## src/rtl/fetch_pc_pkg.sv

```systemverilog
// ----------------------------------------------------------------------------
// fetch_pc_pkg
//  Shared constants and types for the fetch-stage PC logic.
//   PC_STEP        : sequential PC increment (one 32-bit instruction word)
//   IJ             : opcode of the direct jump instruction (J)
//   fetch_state_e  : fetch controller states BOOT / RUN / STALL / HALT
//   jump_target()  : J-format target, region bits taken from PC+4
// ----------------------------------------------------------------------------
package fetch_pc_pkg;

    localparam logic [31:0] PC_STEP = 32'd4;
    localparam logic [5:0]  IJ      = 6'h02;

    typedef enum logic [1:0] {
        FS_BOOT  = 2'd0,
        FS_RUN   = 2'd1,
        FS_STALL = 2'd2,
        FS_HALT  = 2'd3
    } fetch_state_e;

    // J keeps the 256 MB region of the delay-slot address and replaces the
    // rest with the word-aligned instruction index.
    function automatic logic [31:0] jump_target(input logic [31:0] pc_plus4,
                                                input logic [25:0] instr_index);
        return {pc_plus4[31:28], instr_index, 2'b00};
    endfunction

endpackage

```

## src/rtl/fetch_pc_mux.sv

```systemverilog
// ----------------------------------------------------------------------------
// fetch_pc_mux
//  Combinational next-PC / next-state selection for the fetch stage plus the
//  instruction-memory range check. Priority (reset is applied by the parent):
//  M_redirect > F_stall > jump > sequential.
//  Optional feature macro: FETCH_JUMP_PREDICT_EN (when defined, a J seen on a
//  valid fetch slot redirects fetch immediately; otherwise J is sequential).
//  Ports:
//   state_q      in   current fetch state
//   pc_q         in   current fetch PC
//   pc_plus4     in   pc_q + 4
//   F_stall      in   hold request from the hazard unit
//   M_redirect   in   redirect request from the memory stage
//   M_target     in   redirect target (low two bits ignored)
//   f_op         in   opcode of the instruction at pc_q
//   f_valC       in   immediate; [25:0] is the J instruction index
//   state_d      out  next fetch state
//   pc_d         out  next fetch PC
// ----------------------------------------------------------------------------
module fetch_pc_mux
    import fetch_pc_pkg::*;
#(
    parameter int IMEM_WORDS = 16
) (
    input  fetch_state_e state_q,
    input  logic [31:0]  pc_q,
    input  logic [31:0]  pc_plus4,
    input  logic         F_stall,
    input  logic         M_redirect,
    input  logic [31:0]  M_target,
    input  logic [5:0]   f_op,
    input  logic [31:0]  f_valC,
    output fetch_state_e state_d,
    output logic [31:0]  pc_d
);

    localparam logic [31:0] LAST_PC = 32'(4 * (IMEM_WORDS - 1));

    logic [31:0] redirect_pc;
    logic [31:0] advance_pc;
    logic        take_jump;

    // Misaligned redirect targets are silently aligned down.
    assign redirect_pc = {M_target[31:2], 2'b00};

`ifdef FETCH_JUMP_PREDICT_EN
    assign take_jump = (f_op == IJ);
    logic unused_bits;
    assign unused_bits = ^{M_target[1:0], f_valC[31:26]};
`else
    assign take_jump = 1'b0;
    logic unused_bits;
    assign unused_bits = ^{M_target[1:0], f_op, f_valC};
`endif

    assign advance_pc = take_jump ? jump_target(pc_plus4, f_valC[25:0]) : pc_plus4;

    always_comb begin
        state_d = state_q;
        pc_d    = pc_q;
        if (M_redirect) begin
            // A redirect overrides stall and is the only way out of HALT.
            // An out-of-range target halts with the PC left where it was.
            if (redirect_pc <= LAST_PC) begin
                pc_d    = redirect_pc;
                state_d = FS_RUN;
            end else begin
                state_d = FS_HALT;
            end
        end else begin
            unique case (state_q)
                FS_BOOT: state_d = FS_RUN;   // first PC is presented, not skipped
                FS_HALT: state_d = FS_HALT;
                default: begin               // FS_RUN, FS_STALL
                    if (F_stall) begin
                        state_d = FS_STALL;
                    end else if (advance_pc <= LAST_PC) begin
                        pc_d    = advance_pc;
                        state_d = FS_RUN;
                    end else begin
                        state_d = FS_HALT;
                    end
                end
            endcase
        end
    end

endmodule

```

## src/rtl/fetch_pc.sv

```systemverilog
// ----------------------------------------------------------------------------
// fetch_pc
//  Fetch-stage PC register and fetch state register. Next-PC selection lives
//  in fetch_pc_mux; this module only registers its result (one-cycle latency,
//  no combinational path from f_op to F_valP).
//  Optional feature macro: FETCH_JUMP_PREDICT_EN (early J redirection).
//  Ports:
//   clk          in   pipeline clock, rising edge
//   rst          in   synchronous active-high reset
//   F_stall      in   hold PC this cycle
//   M_redirect   in   memory-stage redirect
//   M_target     in   redirect target
//   f_op         in   opcode of instruction at F_valP
//   f_valC       in   immediate / J instruction index
//   F_valP       out  current fetch PC
//   F_valid      out  F_valP addresses a real instruction
//   f_pc_plus4   out  F_valP + 4
//   F_halted     out  PC left the legal instruction memory range
// ----------------------------------------------------------------------------
module fetch_pc
    import fetch_pc_pkg::*;
#(
    parameter logic [31:0] RESET_PC   = 32'h0000_0000,
    parameter int          IMEM_WORDS = 16
) (
    input  logic        clk,
    input  logic        rst,
    input  logic        F_stall,
    input  logic        M_redirect,
    input  logic [31:0] M_target,
    input  logic [5:0]  f_op,
    input  logic [31:0] f_valC,
    output logic [31:0] F_valP,
    output logic        F_valid,
    output logic [31:0] f_pc_plus4,
    output logic        F_halted
);

    fetch_state_e state_q, state_d;
    logic [31:0]  pc_q, pc_d;

    assign f_pc_plus4 = pc_q + PC_STEP;

    fetch_pc_mux #(
        .IMEM_WORDS (IMEM_WORDS)
    ) u_mux (
        .state_q    (state_q),
        .pc_q       (pc_q),
        .pc_plus4   (f_pc_plus4),
        .F_stall    (F_stall),
        .M_redirect (M_redirect),
        .M_target   (M_target),
        .f_op       (f_op),
        .f_valC     (f_valC),
        .state_d    (state_d),
        .pc_d       (pc_d)
    );

    always_ff @(posedge clk) begin
        if (rst) begin
            state_q <= FS_BOOT;
            pc_q    <= RESET_PC;
        end else begin
            state_q <= state_d;
            pc_q    <= pc_d;
        end
    end

    assign F_valP   = pc_q;
    assign F_valid  = (state_q == FS_RUN) || (state_q == FS_STALL);
    assign F_halted = (state_q == FS_HALT);

endmodule

```

## config.mk

```make
export PLATFORM = sky130hd
export DESIGN_NAME = fetch_pc
export DESIGN_NICKNAME = d
export VERILOG_FILES = /design/src/rtl/fetch_pc_pkg.sv /design/src/rtl/fetch_pc_mux.sv /design/src/rtl/fetch_pc.sv
export SDC_FILE = /design/constraint.sdc
export NUM_CORES = 1
export LEC_CHECK = 0
export BUFFER_PORTS_ARGS = -buffer_cell sky130_fd_sc_hd__buf_4
export CORE_MARGIN = 5
export CORE_UTILIZATION = 25
export DETAILED_ROUTE_END_ITERATION = 10
export GPL_TIMING_DRIVEN = 0
export PLACE_DENSITY = 0.58
export SYNTH_ARGS = -nofsm -noshare
export SYNTH_HDL_FRONTEND = slang
export SYNTH_SLANG_ARGS = --single-unit
```

## constraint.sdc

```tcl
create_clock -name clk -period 3.9 [get_ports clk]
set_input_delay 0 -clock clk [delete_from_list [all_inputs] [get_ports clk]]
set_output_delay 0 -clock clk [all_outputs]
set_load 0.02 [all_outputs]
```

; Word level (Yosys, flattened, before mapping)
; Index checks and enable logic that the tools add are counted.
[classes]
muxes = 10
n_lt_le_gt_ge = 2
reduce_logical = 5
bitwise_logic = 0
n_mul = 0
n_div = 0
n_addsub = 1
eq_ne = 6
shift = 0
[ops]
columns = op, n
row1 = 32-bit two-way mux, 5
row2 = "32-bit by 6-bit less-or-equal comparator with 1-bit output, second input constant", 2
row3 = "32-bit by 3-bit adder with 32-bit output, second input constant", 1
row4 = 2-bit two-way mux, 4
row5 = "2-bit by 1-bit != test with 1-bit output, second input constant", 3
row6 = "2-bit equality test, second input constant", 2
row7 = 2-bit case mux with 2 select lines, 1
row8 = 4-bit AND reduction, 1
row9 = "2-bit by 1-bit equality test with 1-bit output, second input constant", 1
row10 = 2-bit logical NOT, 1
row11 = 2-bit nonzero test, 1
row12 = 2-bit OR reduction, 1
row13 = 1-bit logical OR, 1
[word_totals]
in_bits = 74
register_bits = 34
latch_bits = 0
n_memories = 0
elab_cells = 26
ram_bits = 0
rom_bits = 0

; Longest topological paths before layout
; Gate-level depths: netlist of run 1.
[logic_depth]
word_depth = 6
ltp_mapped = 12
ltp_nobuf = 9

; By module
; From an unflattened synthesis of run 1, not the netlist that was laid out.
[unflattened]
hier_cells = 231
hier_area_um2 = 2134.5
[modules_own_cells]
columns = mod, cells_per_inst, area_each_um2, instances
row1 = fetch_pc, 155, 1503.9, 1
row2 = fetch_pc_mux, 76, 630.6, 1

; Least setup slack after synthesis of run 1
; Ideal clock, no wire load.
[synth_path]
path_kind = register -> register
start = register pc_q[3] (netlist: F_valP[3])
end = register pc_q[5] (netlist: F_valP[5])
stages_incl_launch_ff = 11
arrival_time_ns = 3.134
path_buffers = 1
required_ns = 3.768
period_less_slack_ns = 3.267
slack_ns = 0.633
setup_ns = 0.132
cell_sequence = dfxtp_1 -> ha_1 -> clkbuf_1 -> nand4_1 -> nor4_1 -> xnor2_1 -> a2111oi_0 -> nand4_1 -> or4_4 -> o211ai_1 -> a21oi_1
[synth_between]
elab_cells_between_ends = 8
cone_classes = 1 x add/sub / 1 x order compare / 4 x mux / 2 x reduce/logical
[synth_rtl]
columns = element, line
row1 = "start, declared", fetch_pc.sv:40  ; logic [31:0] pc_q, pc_d;
row2 = "start signal, assigned", fetch_pc.sv:65  ; pc_q <= pc_d;
row3 = 32-bit by 3-bit adder with 32-bit output, fetch_pc.sv:42  ; assign f_pc_plus4 = pc_q + PC_STEP;
row4 = net f_pc_plus4[18], fetch_pc.sv:35  ; output logic [31:0] f_pc_plus4,
row5 = 32-bit by 6-bit less-or-equal comparator with 1-bit output, fetch_pc_mux.sv:77  ; end else if (advance_pc <= LAST_PC) begin
row6 = 2-bit nonzero test (no source line), -
row7 = 4-bit AND reduction (no source line), -
; The timed path passes the listed nets, and every way through them passes these cells. The select of a mux whose other input is x is not followed.
; A chain may end at the register's enable or synchronous reset.

; Worst setup path in the final report of run 1
[layout_path]
start = register pc_q[3] (netlist: F_valP[3])
end = register pc_q[4] (netlist: F_valP[4])
[layout_between]
elab_chain_len = 5
elab_cells_between_ends = 8
cone_classes = 1 x add/sub / 1 x order compare / 4 x mux / 2 x reduce/logical
[layout_rtl]
columns = element, line
row1 = 32-bit by 3-bit adder with 32-bit output (*), fetch_pc.sv:42
row2 = branches (longest 4 deep; another with 32-bit by 6-bit less-or-equal comparator with 1-bit output), -
; Mark *: on every way between the ends. The select of a mux whose other input is x is not followed.

==> results of run 1 <==
-- metal layers --
layer | wire length (microns) | GRT usage [%]
met1 | 2891 | 15.71
met2 | 3147 | 21.03
met3 | 438 | 3.926
met4 | 53 | 3.170
met5 | 0 | 0
-- worst max-delay path, delay by kind of cell (launching register included) --
| family | cells | cell delay, ps |
|---|---|---|
| adder cells (fa/ha/maj) | 1 | 200 |
| buffers and inverters | 1 | 230 |
| AND/OR/NAND/NOR | 4 | 1720 |
| AO/OA/AOI/OAI | 3 | 780 |
| flip-flops | 1 | 500 |
-- cell type report --
class,count,area [sq um]
Buffer,24,145.1
Clock buffer,8,90.09
Inverter,10,37.54
Timing Repair Buffer,96,725.7
Fill cell,882,5132
Multi-Input combinational cell,194,1272
Tap cell,105,131.4
Sequential cell,32,640.6
-- flip-flops by register name, summed over array words and instances, names as in the netlist --
register  cells
F_valP       30
state_q       2
-- power groups by stage --
stage	logic [W]	clock network (W)	registers [W]
4_1_cts	0.000104	0.000283	0.000335
6_report	0.000102	0.000274	0.000335
3_3_place_gp	0.000101	0	0.000343
5_1_grt	0.000111	0.000301	0.000336
3_5_place_dp	0.000102	0	0.000343
2_1_floorplan	0.0000518	0	0.000344
-- synthesized netlist by cell type (2+ instances only) --
| library cell | number |
|---|---|
| a211oi_1 | 2 |
| a21oi_1 | 5 |
| a31oi_1 | 3 |
| and2_1 | 22 |
| and3_1 | 4 |
| and4_1 | 2 |
| buf_2 | 2 |
| buf_4 | 7 |
| buf_6 | 3 |
| clkbuf_1 | 9 |
| clkbuf_2 | 3 |
| dfxtp_1 | 32 |
| ha_1 | 3 |
| inv_1 | 10 |
| nand2_1 | 17 |
| nand3_1 | 15 |
| nand4_1 | 12 |
| nor2_1 | 17 |
| nor3_1 | 12 |
| nor4_1 | 12 |
| o211ai_1 | 2 |
| o21ai_0 | 2 |
| o31ai_1 | 3 |
| or3_1 | 4 |
| xnor2_1 | 18 |
| xor2_1 | 15 |
-- per-stage QoR --
stage / area [sq um] / setup WS (ps)
after floorplan: 2096 / 633.3
after global placement: 2933 / 414.4
after detailed placement: 2933 / 357.8
after CTS: 3043 / 334.5
after global routing: 3043 / 53.47
final: 3043 / 328.4
-- how the worst max path moves through the flow --
stage | from | to | cells after the start
2_1_floorplan | F_valP[3] | F_valP[5] | 10
6_report | F_valP[3] | F_valP[4] | 9
3_3_place_gp | F_valP[3] | F_valP[4] | 10
5_1_grt | F_valP[3] | F_valP[4] | 10
4_1_cts | F_valP[3] | F_valP[5] | 9
3_5_place_dp | F_valP[3] | F_valP[12] | 10
-- cell families after synthesis --
group | synth area share [%]
and+or+nand+nor | 35.05
buffers and inverters | 8.763
adders and majority gates | 1.801
other | 0.1799
AOI/OAI and AO/OA | 9.124
muxes | 0.4802
DFF | 30.73
xor gates and xnor gates | 13.87
==> impl_metrics.csv, run 1 <==
group,metric,value,unit
finish,drive_above_1_share,33.79,%
route,post_drt_wl_per_cell,13.93,microns
finish,layout_commonest_cell,"buf_4",
synth,synth.avg_cell_area,8.111,sq um
global_route,antenna_found_initial,0,
worst_setup_path,r2r_start,"F_valP[3]",
worst_setup_path,worstRegToRegCells,9,
placed_design,dpl.hpwl,5243,microns
cts,worstSkewPairLatency,280,ps
power_and_ir_drop,seqPwrFrac,47.1,%
power_and_ir_drop,power.static_leakage,1.391,nW
cts,root_buffer,"clkbuf_8",
synth,synth_ff_type,"dfxtp_1",
run_status,status,"finished, final reports clean",
global_route,grt_overflow,0,
route,vias_per_cell,4.642,
sta,fin_crit_sh,91.58,%
cts,cts_tree,"built",
floorplan,die-width,101.3,microns
route,first_iter_violations,52,
cts,path_clk_slew,70,ps
global_route,grtUsageTotal,12.57,%
global_route,grt_pass1_vias,2117,
synth,synth_top_area_share,30.73,%
worst_setup_path,start_kind,"register",
route,first_pass_iters,4,
power_and_ir_drop,p_total,0.0007111,W
worst_setup_path,worstPathMaxFanout,8,
placed_design,place_congestion,0.8386,
sta,skew,2.356,ps
finish,finalNetCount,440,
power_and_ir_drop,p_int,0.0005282,W
floorplan,io_pins,140,
cts,post_cts_buffers,0,
sta,final_hold_viol_count,0,
min_path,whs_endpoint,"F_valP[2]",
finish,final_util,37.22,%
worst_setup_path,slowest_stage,"nor4_1",
finish,areaGrowthSynthToFinish,45.98,%
synth,seq_area_frac_synth,30.73,%
global_route,grt_max_degree,11,
floorplan,die_h,101.3,microns
sta,setup_viol,0,
synth,synth_area,2084,sq um
sta,fin_crit,3572,ps
power_and_ir_drop,pwr-share-comb,14.4,%
placed_design,dp.cells,459,
power_and_ir_drop,irDropWorstVdd,0.0001188,V
power_and_ir_drop,p_sw_share,25.72,%
cts,cts_made_buffers,5,
sta,worstMarginPinSlew,827.4,ps
sta,grt_setup_unrepaired,"false",
sta,fmax,0.2800,GHz
synth,yosys_register_bits,32,
synth,synth-async-reset-ratio,0,%
worst_setup_path,path_cells,"ha_1, clkbuf_1, nand4_1, nor4_1, nand4_1, a2111o_1, or4_4, o211ai_1, a21oi_1",
cts,h-tree-depth,2,
sta,relSlewSlack,44.33,%
worst_setup_path,cp-end-kind,"register",
route,drc,0,
min_path,min_path_cells,3,
cts,cts.hold.buffers_added,2,
route,drt_wl_total,6531,microns
cts,cts_buffer_depth,2,
worst_setup_path,r2r_end,"F_valP[4]",
min_path,hp-class,"in -> reg",
sta,timing.hold.ws,7.318,ps
synth,synthDistinctLibCells,47,
worst_setup_path,crit_top_cell,"nand4_1",
sta,slew_violations,0,
worst_setup_path,r2r_setup_slack,330,ps
worst_setup_path,cp_slowest_stage_delay,590,ps
worst_setup_path,critPathArrivalTime,3720,ps
synth,synth_area_leaders,"dfxtp_1, xnor2_1, and2_1, xor2_1, nand3_1",
cts,clkSinkCount,32,
worst_setup_path,required,4050,ps
synth,synth-edff-count,0,
global_route,grt_pass1_wl,10360,microns
sta,finalSetupTns,0,ps
floorplan,dieArea,10260,sq um
synth,yosys_warnings,0,
route,via_count,2177,
finish,instances_no_fill,469,
floorplan,design.core.area,8175,sq um
cts,post_cts_resize_count,0,
finish,diodes,0,
placed_design,port_buffers,94,
run,drv_cap,0,
synth,netlist_instances,257,
floorplan,fp-row-count,33,
power_and_ir_drop,power.switching,0.0001829,W
worst_setup_path,crit_type,"reg -> reg",
floorplan,initial_core_util,25.50,%
min_path,holdCritStartpoint,"M_target[2]",
power_and_ir_drop,powerDensity,233.7,nW/um^2
finish,final_cell_mix,"buf_4, dfxtp_1, and2_1",
power_and_ir_drop,clockPowerShare,38.5,%
route,antenna_left,0,
synth,yosysTopAreaCell,"dfxtp_1",
(Power assumes the default switching activity.)
==> inputs of run 2 (changes only) <==
--- a/config.mk
+++ b/config.mk
@@ -5,12 +5,15 @@
 export SDC_FILE = /design/constraint.sdc
 export NUM_CORES = 1
 export LEC_CHECK = 0
+export ABC_AREA = 1
 export BUFFER_PORTS_ARGS = -buffer_cell sky130_fd_sc_hd__buf_4
+export CELL_PAD_IN_SITES_DETAIL_PLACEMENT = 1
+export CELL_PAD_IN_SITES_GLOBAL_PLACEMENT = 1
 export CORE_MARGIN = 5
 export CORE_UTILIZATION = 25
 export DETAILED_ROUTE_END_ITERATION = 10
 export GPL_TIMING_DRIVEN = 0
-export PLACE_DENSITY = 0.58
+export PLACE_DENSITY = 0.8
 export SYNTH_ARGS = -nofsm -noshare
 export SYNTH_HDL_FRONTEND = slang
 export SYNTH_SLANG_ARGS = --single-unit
==> run 2 against run 1 <==
  * Global-route usage increased by 1.8 points
  * Setup slack improved by 880 ps
  * Final cell count increased by 29%
  * Clock skew increased by 4.7 ps
  * Clock-buffer cell count unchanged
  * Largest power group unchanged
==> impl_metrics.csv, run 2 <==
group,metric,value,unit
run_status,status,"finished, final reports clean",
worst_setup_path,required,4060,ps
power_and_ir_drop,seqPwrFrac,46.5,%
finish,fillCellCount,1188,
sta,fin_crit,2695,ps
finish,largest_reg_flops,30,
global_route,grt_pass1_wl,13280,microns
floorplan,die_h,105.0,microns
synth,synth.most_common_cell,"nand2_1",
finish,areaGrowthSynthToFinish,42.18,%
worst_setup_path,critPathArrivalTime,2860,ps
synth,synthDistinctLibCells,29,
sta,final_hold_viol_count,0,
synth,synth_top_area_share,28.38,%
floorplan,initial_core_util,25.76,%
power_and_ir_drop,clockPowerShare,36.7,%
synth,synth.avg_cell_area,5.802,sq um
synth,synth_common_cells,"nand2_1, nor2_1, inv_1",
route,via_count,2756,
power_and_ir_drop,irDropWorstVdd,0.0001112,V
route,antenna_left,0,
cts,cts_tree,"built",
power_and_ir_drop,power.static_leakage,1.587,nW
synth,yosys_warnings,0,
floorplan,dieArea,11030,sq um
sta,fin_crit_sh,69.11,%
synth,yosys_register_bits,32,
finish,drive_above_1_share,25.66,%
global_route,grtUsageTotal,14.37,%
route,first_iter_violations,97,
finish,diodes,0,
route,post_drt_wl_per_cell,13.41,microns
sta,finalSetupTns,0,ps
route,drc,0,
sta,setup_viol,0,
finish,final-seq-area,640.6,sq um
global_route,grt_overflow,0,
cts,post_cts_resize_count,0,
floorplan,die-width,105.0,microns
sta,skew,7.022,ps
sta,relSlewSlack,63.86,%
min_path,min_path_cells,5,
worst_setup_path,worstRegToRegCells,17,
worst_setup_path,r2r_start,"F_valP[2]",
worst_setup_path,start_kind,"register",
synth,yosysTopAreaCell,"dfxtp_1",
synth,synth-edff-count,0,
floorplan,io_pins,140,
floorplan,design.core.area,8763,sq um
min_path,holdCritStartpoint,"M_target[4]",
route,first_pass_iters,4,
synth,seq_area_frac_synth,28.38,%
power_and_ir_drop,power.switching,0.0001975,W
global_route,grt_pass1_vias,2868,
min_path,whs_endpoint,"F_valP[4]",
placed_design,place_congestion,0.8313,
power_and_ir_drop,pwr-share-comb,16.8,%
sta,worstMarginPinSlew,536.5,ps
cts,worstSkewPairLatency,290,ps
worst_setup_path,cp-end-kind,"register",
synth,synth-async-reset-ratio,0,%
route,drt_wl_total,8087,microns
worst_setup_path,r2r_end,"F_valP[13]",
cts,root_buffer,"clkbuf_8",
floorplan,fp-row-count,34,
worst_setup_path,worstPathMaxFanout,10,
finish,multiInputGateArea,1396,sq um
placed_design,port_buffers,94,
finish,final_cell_mix,"nand2_1, buf_4, nor2_1",
synth,netlist_instances,389,
power_and_ir_drop,p_total,0.0007290,W
power_and_ir_drop,p_sw_share,27.09,%
sta,grt_setup_unrepaired,"false",
worst_setup_path,r2r_setup_slack,1200,ps
synth,synth_area_leaders,"dfxtp_1, nand2_1, nor2_1, inv_1, nand3_1",
cts,cts_buffer_depth,2,
sta,slew_violations,0,
power_and_ir_drop,powerDensity,227.1,nW/um^2
route,vias_per_cell,4.570,
cts,cts_made_buffers,5,
cts,path_clk_slew,70,ps
finish,layout_commonest_cell,"nand2_1",
synth,synth_ff_type,"dfxtp_1",
run,drv_cap,0,
finish,finalNetCount,571,
cts,h-tree-depth,2,
global_route,grt_max_degree,11,
sta,fmax,0.3710,GHz
cts,clkSinkCount,32,
min_path,hp-class,"in -> reg",
sta,timing.hold.ws,49.66,ps
power_and_ir_drop,p_int,0.0005315,W
global_route,antenna_found_initial,0,
placed_design,dpl.hpwl,6950,microns
worst_setup_path,crit_type,"reg -> reg",
synth,synth_area,2257,sq um
-- run 2: cell count changes after synthesis, moves of 10 or more --
cell     change
and2_1      -22
xor2_1      -10
nand2_1    +124
inv_1       +33
xnor2_1     -18
nor2_1      +64
-- run 2: what timing repair did --
action,in CTS,in global routing
endpoints found under the setup margin,0,0
hold endpoints to repair,1,0
buffers inserted,0,0
hold buffers,1,0
-- run 2: critical path: stages (launching register included) --
cell,delay (ps)
dfxtp_1,450
ha_1,250
nand2_1,120
nor2_4,160
nand2_4,110
nor2_4,160
nor2_1,60
nor2_1,160
nand2_1,70
nor2_1,120
nand3_1,100
nor2_1,120
nand2_1,110
nand2_2,100
nand2_2,110
buf_2,240
nand2_1,80
nor2_1,40
-- run 2: logic make-up after synthesis --
| logic type | Yosys count | synth area share [%] |
|---|---|---|
| buffers and inverters | 55 | 10.25 |
| and+or+nand+nor | 283 | 55.10 |
| DFF | 32 | 28.38 |
| xor gates and xnor gates | 5 | 1.940 |
| AOI/OAI and AO/OA | 10 | 2.494 |
| other | 1 | 0.1661 |
| adders and majority gates | 3 | 1.663 |
-- run 2: power groups by stage --
stage / clock [W] / combinational (W) / sequential (W)
floorplan: 0 / 0.0000613 / 0.000350
global placement: 0 / 0.000120 / 0.000346
detailed placement: 0 / 0.000123 / 0.000347
CTS: 0.000273 / 0.000124 / 0.000339
global route: 0.000288 / 0.000136 / 0.000340
finish: 0.000267 / 0.000122 / 0.000339
-- run 2: through the flow --
| step | setup WS (ps) | cells | utilization, % | cell area (sq um) |
|---|---|---|---|---|
| 2_1_floorplan | 1518 | 392 | - | 2268 |
| 3_3_place_gp | 1253 | 594 | 35.48 | 3109 |
| 3_5_place_dp | 1202 | 594 | 35.48 | 3109 |
| 4_1_cts | 1174 | 603 | 36.62 | 3209 |
| 5_1_grt | 915.4 | 603 | 36.62 | 3209 |
| 6_report | 1205 | 603 | 36.62 | 3209 |
-- run 2: layer usage --
layer / global-route usage (%) / vias to the layer above / routed length, microns
met4: 2.100 / 0 / 46
met1: 17.16 / 1284 / 3588
met3: 4.624 / 6 / 575
met5: 0 / - / 0
li1: - / 1392 / -
met2: 25.58 / 74 / 3878
-- run 2: cell type report --
| cell class | count | share of cell area, % |
|---|---|---|
| repair buffers | 95 | 22.30 |
| multi-input cells | 305 | 43.51 |
| clock buffers | 8 | 2.807 |
| plain buffers | 10 | 1.949 |
| well taps | 108 | 4.211 |
| inverters | 45 | 5.263 |
| flip-flops and latches | 32 | 19.96 |
-- run 2: how the worst max path moves through the flow --
stage,from,to,slack (ps),cells after the start
2_1_floorplan,F_valP[3],F_valP[23],1520,17
3_3_place_gp,F_valP[2],F_valP[13],1250,17
3_5_place_dp,F_valP[2],F_valP[13],1200,17
4_1_cts,F_valP[2],F_valP[13],1170,17
5_1_grt,F_valP[2],F_valP[26],920,17
6_report,F_valP[2],F_valP[13],1200,17
==> inputs of run 3 (changes only) <==
--- a/config.mk
+++ b/config.mk
@@ -5,7 +5,7 @@
 export SDC_FILE = /design/constraint.sdc
 export NUM_CORES = 1
 export LEC_CHECK = 0
-export ABC_AREA = 1
+export ABC_AREA = 0
 export BUFFER_PORTS_ARGS = -buffer_cell sky130_fd_sc_hd__buf_4
 export CELL_PAD_IN_SITES_DETAIL_PLACEMENT = 1
 export CELL_PAD_IN_SITES_GLOBAL_PLACEMENT = 1
@@ -13,7 +13,7 @@
 export CORE_UTILIZATION = 25
 export DETAILED_ROUTE_END_ITERATION = 10
 export GPL_TIMING_DRIVEN = 0
-export PLACE_DENSITY = 0.8
+export PLACE_DENSITY = 0.77
 export SYNTH_ARGS = -nofsm -noshare
 export SYNTH_HDL_FRONTEND = slang
 export SYNTH_SLANG_ARGS = --single-unit
==> constraint.sdc (replaced) <==
create_clock -name clk -period 2.76 [get_ports clk]
set_input_delay 0 -clock clk [delete_from_list [all_inputs] [get_ports clk]]
set_output_delay 0 -clock clk [all_outputs]
set_load 0.02 [all_outputs]
==> run 3 against run 2 <==
  * The flow now finishes with violations (setup timing)
  * Routed wire length fell by 0.64%
  * Setup slack got worse by 1400 ps
  * Via count fell by 14%
  * Sequential share of layout area fell by 0.52 points
  * Clock power rose by 32%
  * Maximum frequency fell by 8.5%
  * Die area fell by 6.9%
  * Critical endpoint is now F_valP[5]
==> impl_metrics.csv, run 3 (synthesis gave the netlist of run 1 again) <==
group,metric,value,unit
floorplan,die-width,101.3,microns
worst_setup_path,slowest_stage,"or4_4",
route,via_count,2367,
route,first_pass_iters,4,
run_status,status,"finished with violations",
sta,fmax,0.3395,GHz
worst_setup_path,worstPathMaxFanout,6,
finish,final_cell_mix,"buf_4, and2_4, dfxtp_1, nand2_1",
placed_design,dpl.hpwl,5755,microns
sta,final_hold_viol_count,0,
power_and_ir_drop,power.switching,0.0002741,W
finish,finalNetCount,463,
worst_setup_path,critPathArrivalTime,3100,ps
worst_setup_path,cp-startpoint,"F_valP[3]",
sta,worstMarginPinSlew,538.4,ps
floorplan,die_h,101.3,microns
global_route,top_usage_layer,"met2",
run,drv_cap,0,
cts,cts_made_buffers,5,
power_and_ir_drop,power.static_leakage,1.692,nW
placed_design,dp.cells,459,
finish,layout_commonest_cell,"buf_4",
route,antenna_left,0,
sta,relSlewSlack,64.11,%
sta,setup_viol,31,
power_and_ir_drop,p_sw_share,27.16,%
finish,largest_reg_flops,30,
worst_setup_path,required,2910,ps
sta,fin_ws,-185.9,ps
sta,slew_violations,0,
global_route,grt_pass1_vias,2495,
worst_setup_path,cp_slowest_stage_delay,580,ps
cts,path_clk_slew,70,ps
global_route,grt_overflow,0,
worst_setup_path,cp-end-kind,"register",
run_status,violations,"setup timing",
sta,skew,5.652,ps
sta,fin_crit_sh,106.7,%
worst_setup_path,path_cells,"buf_12, nand4_4, or4_4, nand4b_1, xnor2_2, a2111o_1, or4_4, o211ai_1, a21oi_1",
worst_setup_path,start_kind,"register",
worst_setup_path,r2r_start,"F_valP[3]",
finish,postLayoutCellArea,3585,sq um
cts,root_buffer,"clkbuf_8",
cts,clkSinkCount,32,
floorplan,io_pins,140,
global_route,grt_pass1_wl,11970,microns
route,drc,0,
placed_design,place_congestion,0.8244,
placed_design,port_buffers,94,
floorplan,initial_core_util,25.50,%
cts,cts_tree,"built",
finish,instances_no_fill,492,
route,vias_per_cell,4.811,
power_and_ir_drop,clockPowerShare,35.0,%
finish,areaGrowthSynthToFinish,71.97,%
min_path,holdCritStartpoint,"M_target[2]",
floorplan,fp-row-count,33,
power_and_ir_drop,powerDensity,281.5,nW/um^2
global_route,grt_max_degree,11,
cts,worstSkewPairLatency,290,ps
route,post_drt_wl_per_cell,16.33,microns
sta,fin_crit,2946,ps
worst_setup_path,cp_top_family,"simple AND/OR/NAND/NOR gates",
floorplan,design.core.area,8175,sq um
power_and_ir_drop,irDropWorstVdd,0.0001646,V
worst_setup_path,path_buf_inv,1,
global_route,antenna_found_initial,0,
global_route,grtUsageMet3,3.444,%
sta,grt_setup_unrepaired,"true",
finish,drive_above_1_share,53.23,%
global_route,use_met1,16.50,%
power_and_ir_drop,p_int,0.0007351,W
route,drt_wl_total,8035,microns
placed_design,placed_area,3085,sq um
power_and_ir_drop,pwr-share-comb,19.4,%
worst_setup_path,crit_top_cell,"or4_4",
floorplan,dieArea,10260,sq um
min_path,hp-class,"in -> reg",
worst_setup_path,crit_type,"reg -> reg",
finish,diodes,0,
power_and_ir_drop,seqPwrFrac,45.6,%
global_route,grtUsageTotal,14.59,%
cts,h-tree-depth,2,
global_route,use_met2,27.36,%
route,first_iter_violations,57,
cts,cts_buffer_depth,2,
-- run 3: changes by cell type in the layout (fill, tap and decap cells not counted), moves of 19 or more --
| cell | before | now |
|---|---|---|
| and2_4 | 0 | 19 |
| buf_4 | 98 | 122 |
| inv_1 | 43 | 10 |
| nand2_1 | 141 | 17 |
| nor2_1 | 81 | 13 |
-- run 3: layer usage --
metal | share of wire, % | wire, microns
met5 | 0 | 0
met4 | 1.4 | 112
met3 | 6.2 | 500
met2 | 53 | 4235
met1 | 40 | 3186
-- run 3: timing repair --
action / CTS / global route
gates resized for setup: 14 / 47
setup endpoints to repair: 31 / 31
hold endpoints to repair: 2 / 0
gates cloned: 0 / 2
hold buffers: 2 / 0
buffers inserted: 17 / 14
pin swaps: 13 / 17
-- run 3: per-stage QoR --
step / utilization [%] / total power [W] / hold WS (ps) / TNS (ps) / worst slack [ps]
2_1_floorplan: - / 0.0005520 / 60.36 / -4504 / -269.1
3_3_place_gp: 37.74 / 0.0006192 / 186.5 / -17640 / -618.9
3_5_place_dp: 37.74 / 0.0006223 / 192.8 / -19760 / -684.1
4_1_cts: 40.28 / 0.0009900 / 23.71 / -6679 / -249.6
5_1_grt: 43.85 / 0.001049 / 55.32 / -8866 / -320.0
6_report: 43.85 / 0.001009 / 29.33 / -4846 / -185.9
-- run 3: worst paths after layout --
kind	to	slack, ps	cells after the start
setup / recovery	F_valP[5]	-190	9
hold / removal	F_valP[2]	30	3
setup reg to reg	F_valP[5]	-190	9
hold reg to reg	F_valP[15]	540	1
-- run 3: power by group through the flow --
| stage | Combinational [W] | Clock, W | Sequential (W) |
|---|---|---|---|
| after CTS | 0.000163 | 0.000364 | 0.000463 |
| after detailed placement | 0.000146 | 0 | 0.000476 |
| after global placement | 0.000144 | 0 | 0.000476 |
| after global routing | 0.000209 | 0.000379 | 0.000461 |
| final | 0.000196 | 0.000353 | 0.000461 |
| after floorplan | 0.0000738 | 0 | 0.000478 |
-- run 3: area by class of cell --
cell class | instances | area, sq um
Buffer | 14 | 97.59
Clock buffer | 5 | 68.82
Clock inverter | 3 | 13.76
Fill cell | 962 | 4591
Inverter | 10 | 37.54
Multi-Input combinational cell | 194 | 1505
Sequential cell | 32 | 696.9
Tap cell | 105 | 131.4
Timing Repair Buffer | 129 | 1033
-- run 3: worst min-delay path: stages --
cell and delay, ps:
buf_4 80, nor3_1 50, nor3_2 140
